## src/rtl/ej1_pkg.sv

```systemverilog
// Shared definitions for the I/S serial link: line levels and the
// transmitter state encoding used by both ends.
package ej1_pkg;

  typedef enum logic [2:0] {
    IDLE   = 3'd0,
    START  = 3'd1,
    DATA   = 3'd2,
    PARITY = 3'd3,
    STOP   = 3'd4
  } state_t;

  localparam logic IDLE_LEVEL  = 1'b1;
  localparam logic START_LEVEL = 1'b0;
  localparam logic STOP_LEVEL  = 1'b1;

  // Bit counter width; a 1-bit word still needs a 1-bit counter.
  function automatic int cnt_width(input int width);
    return (width > 1) ? $clog2(width) : 1;
  endfunction

endpackage

```

## src/rtl/ej1_shift_reg.sv

```systemverilog
// Parallel-load, shift-right register presenting its LSB; load has priority
// over shift so an accept in the STOP cycle always captures the new word.
module ej1_shift_reg #(
  parameter int WIDTH = 8
) (
  input  logic             clk,
  input  logic             reset,
  input  logic             i_load,
  input  logic [WIDTH-1:0] i_data,
  input  logic             i_shift,
  output logic             o_lsb
);

  logic [WIDTH-1:0] r_shift;

  // NOTE: sequential state uses non-blocking assignments so every register
  // samples the pre-edge values, independent of statement order.
  always_ff @(posedge clk) begin
    if (reset) begin
      r_shift <= '0;
    end else if (i_load) begin
      r_shift <= i_data;
    end else if (i_shift) begin
      r_shift <= r_shift >> 1;
    end
  end

  assign o_lsb = r_shift[0];

endmodule

```

## src/rtl/ej1_serial_tx.sv

```systemverilog
// Framed serial transmitter: start, WIDTH data bits LSB first, optional
// even-parity bit, stop. I/S/busy are registered; data_ready decodes state.
module ej1_serial_tx
  import ej1_pkg::*;
#(
  parameter int WIDTH     = 8,
  parameter bit PARITY_EN = 1'b1
) (
  input  logic             clk,
  input  logic             reset,
  input  logic [WIDTH-1:0] data_in,
  input  logic             data_valid,
  output logic             data_ready,
  output logic             I,
  output logic             S,
  output logic             busy
);

  localparam int             CW   = cnt_width(WIDTH);
  localparam logic [CW-1:0]  LAST = CW'(WIDTH - 1);

  state_t         r_state;
  logic [CW-1:0]  r_cnt;
  logic           r_parity;
  logic           r_i;
  logic           r_s;
  logic           r_busy;

  logic           w_accept;
  logic           w_shift;
  logic           w_lsb;

  assign data_ready = (r_state == IDLE) || (r_state == STOP);
  assign w_accept   = data_valid & data_ready;
  // The register shifts on the same edge its LSB is copied into r_i.
  assign w_shift    = (r_state == START) || (r_state == DATA);

  ej1_shift_reg #(
    .WIDTH (WIDTH)
  ) u_shift (
    .clk     (clk),
    .reset   (reset),
    .i_load  (w_accept),
    .i_data  (data_in),
    .i_shift (w_shift),
    .o_lsb   (w_lsb)
  );

  always_ff @(posedge clk) begin
    if (reset) begin
      r_state  <= IDLE;
      r_cnt    <= '0;
      r_parity <= 1'b0;
      r_i      <= IDLE_LEVEL;
      r_s      <= 1'b0;
      r_busy   <= 1'b0;
    end else begin
      case (r_state)
        IDLE, STOP: begin
          if (w_accept) begin
            r_state  <= START;
            r_cnt    <= '0;
            r_parity <= ^data_in;
            r_i      <= START_LEVEL;
            r_s      <= 1'b1;
            r_busy   <= 1'b1;
          end else begin
            r_state <= IDLE;
            r_i     <= IDLE_LEVEL;
            r_s     <= 1'b0;
            r_busy  <= 1'b0;
          end
        end
        START: begin
          r_state <= DATA;
          r_cnt   <= '0;
          r_i     <= w_lsb;
          r_s     <= 1'b0;
        end
        DATA: begin
          if (r_cnt == LAST) begin
            if (PARITY_EN) begin
              r_state <= PARITY;
              r_i     <= r_parity;
            end else begin
              r_state <= STOP;
              r_i     <= STOP_LEVEL;
            end
          end else begin
            r_cnt <= r_cnt + CW'(1);
            r_i   <= w_lsb;
          end
        end
        PARITY: begin
          r_state <= STOP;
          r_i     <= STOP_LEVEL;
        end
        default: begin
          r_state <= IDLE;
          r_i     <= IDLE_LEVEL;
          r_s     <= 1'b0;
          r_busy  <= 1'b0;
        end
      endcase
    end
  end

  assign I    = r_i;
  assign S    = r_s;
  assign busy = r_busy;

endmodule

```

## config.mk

```make
export PLATFORM = sky130hd
export DESIGN_NAME = ej1_serial_tx
export DESIGN_NICKNAME = d
export VERILOG_FILES = /design/src/rtl/ej1_pkg.sv /design/src/rtl/ej1_shift_reg.sv /design/src/rtl/ej1_serial_tx.sv
export SDC_FILE = /design/constraint.sdc
export NUM_CORES = 1
export LEC_CHECK = 0
export BUFFER_PORTS_ARGS = -buffer_cell sky130_fd_sc_hd__buf_2
export CORE_ASPECT_RATIO = 0.8
export CORE_UTILIZATION = 32
export DETAILED_ROUTE_END_ITERATION = 12
export PLACE_DENSITY = 0.47
export SKIP_CTS_REPAIR_TIMING = 1
export SLEW_MARGIN = 25
export SYNTH_ARGS = -nofsm -noshare
export SYNTH_HDL_FRONTEND = slang
export SYNTH_SLANG_ARGS = --single-unit
```

## constraint.sdc

```tcl
create_clock -name clk -period 4 [get_ports clk]
set_clock_uncertainty 0.15 [all_clocks]
set_input_delay 0.8 -clock clk [delete_from_list [all_inputs] [get_ports clk]]
set_output_delay 0.8 -clock clk [all_outputs]
set_load 0.1 [all_outputs]
```

==> results_dict.tcl <==
set metrics [dict create \
    max_freq_mhz 430.5 \
    cp.required_ns 3.05 \
    synth_area_um2 934.6 \
    clk_pin_slew_ns 0.10 \
    layout_common_cells "dfxtp_1 (18), nand2_1 (15), buf_2 (14)" \
    min_path_type "flip-flop to flip-flop" \
    antenna_cells 0 \
    ant_nets 0 \
    cts_root_buffer "clkbuf_4" \
    ys_ff_latch 18 \
    peakVddDrop_uv 141.3 \
    antenna_found_initial 0 \
    powerDensity_nw_per_um2 419.2 \
    grt_max_degree 19 \
    globalRoute.totalOverflow 0 \
    fin_crit_ns 2.323 \
    ys_seq_area_frac 0.3855 \
    cts_tree "built" \
    cpPeakStageDelay_ns 0.45 \
    grt_util_all_layers 0.1261 \
    gp_congestion 0.7010 \
    relSlewSlack 0.5325 \
    cp-end-kind "primary output" \
    final_common_cell "dfxtp_1" \
    layout-area-overhead-vs-synth_pct 10.04 \
    cp_slowest_cell "buf_2" \
    viasPerCell 4.931 \
    final_nets 122 \
    drt-wirelength-per-cell_um 12.04 \
    drive_above_1_share 0.2897 \
    grt_pass1_wl_um 2994 \
    fp.dieArea_um2 3142 \
    setup_viol 0 \
    syn_nets 109 \
    drc 0 \
    yosysUniqueCellTypes 28 \
    start_util 0.3380 \
    dp_hpwl_um 1269 \
    crit_chain "nor2_1 -> buf_2" \
    cts_buffers 3 \
    via_count 715 \
    leakage_uw 0.0003834 \
    die_y_um 50.34 \
    path_delay_family "buffers and inverters" \
    cts_sinks 18 \
    critPathKind "flip-flop to primary output" \
    maxSlewViolCount 0 \
    die_w_um 62.43 \
    rows 17 \
    worst_slew_pin_slew_ns 0.6982 \
    status "finished clean" \
    ios 15 \
    fill_cells 296 \
    drv_cap 0 \
    yosys_warnings 0 \
    clock_path_buffers 2 \
    htree_levels 1 \
    crit_buf_inv 1 \
    clock_latency_ns 0.28 \
    hold_violations 0 \
    drt_first_pass_iters 4 \
    startpoint_type "flip-flop" \
    worst_slack_ns 1.677 \
    syn_area_per_cell_um2 9.736 \
    drt_iter0_drc 14 \
    numPortBuffers 14 \
    crit_fanout 9 \
    pre_cts_ws_ns 1.762 \
    cp.arrival_ns 1.37 \
    tns_ns 0 \
    min_period_over_period 0.5808 \
    postSynthCellCount 96 \
    rsz0062_at_grt "false" \
    core_um2 2765 \
    grt_pass1_vias 636 \
    routed_wl_um 1746 \
]
-- cell usage after synthesis (all sizes together) --
master	n	area, um2
dfxtp	18	360.4
nand2	15	56.30
nor2	9	33.78
nor3	7	35.03
xnor2	7	61.31
a311oi	6	83.83
a211oi	4	30.03
a21oi	4	31.28
buf	4	38.78
mux2i	3	30.03
nor3b	3	32.53
a22oi	2	15.01
clkbuf	2	7.510
ha	2	25.02
nand2b	2	22.52
and2b	1	8.760
nand3	1	5.000
nand3b	1	7.510
nor4b	1	15.01
or2	1	6.260
or2b	1	11.26
or3b	1	8.760
xor2	1	8.760
-- cells by family after synthesis --
family | synth area share
buf+inv | 0.04953
xor+xnor | 0.07497
flops | 0.3855
mux | 0.03213
simple gates | 0.2597
fa+ha+maj | 0.02677
compound gates | 0.1713
-- state kept, by name, summed over array words and instances (netlist names) --
signal / flops
I: 1
S: 1
busy: 1
r_cnt: 3
r_parity: 1
r_state: 3
u_shift.r_shift: 8
-- tightest hold or removal path, stage by stage, from the launching register on --
cell and delay, ns:
dfxtp_1 0.32, nand3_1 0.06, a21oi_1 0.06
-- power breakdown --
group | switching (uW) | leakage [uW] | total [uW] | internal, uW
combinational | 86.7 | 0.000221 | 133 | 45.8
sequential | 13.6 | 0.000148 | 211 | 197
clock | 52.6 | 0.0000138 | 87.6 | 34.9
total | 153 | 0.000383 | 431 | 278
-- routing by layer --
layer | up-vias | track usage | wire length, um
li1 | 366 | - | -
met1 | 335 | 0.1699 | 888
met5 | - | 0 | 0
met2 | 12 | 0.1902 | 768
met3 | 2 | 0.04318 | 75
met4 | 0 | 0.03488 | 13
-- through the flow --
stage / area [um2] / hold WS (ns) / cells / utilization / total power (uW)
finish: 1028 / 0.3299 / 145 / 0.3719 / 431.1
global route: 1028 / 0.3606 / 145 / 0.3719 / 463.6
CTS: 1028 / 0.3307 / 145 / 0.3719 / 441.9
detailed placement: 1006 / 0.3153 / 142 / 0.3638 / 349.6
global placement: 1006 / 0.3131 / 142 / 0.3638 / 348.9
floorplan: 934.6 / 0.2980 / 96 / - / 331.0
-- layout make-up --
cell class	count	area, um2	area share
multi-input combinational	72	528.0	0.5134
sequential	18	360.3	0.3504
timing repair buffer	14	70.07	0.06813
tap	38	47.55	0.04623
clock buffer	3	22.52	0.02190
-- path summary, 6_finish.rpt --
| path | cells after the start | endpoint | start | slack [ns] |
|---|---|---|---|---|
| setup / recovery | 2 | data_ready | r_state[0] | 1.68 |
| hold / removal | 2 | u_shift.r_shift[7] | u_shift.r_shift[7] | 0.33 |
| setup reg to reg | 3 | u_shift.r_shift[0] | r_state[0] | 2.07 |
| hold reg to reg | 2 | u_shift.r_shift[7] | u_shift.r_shift[7] | 0.33 |
No activity file was read; power rests on OpenSTA's default activity.
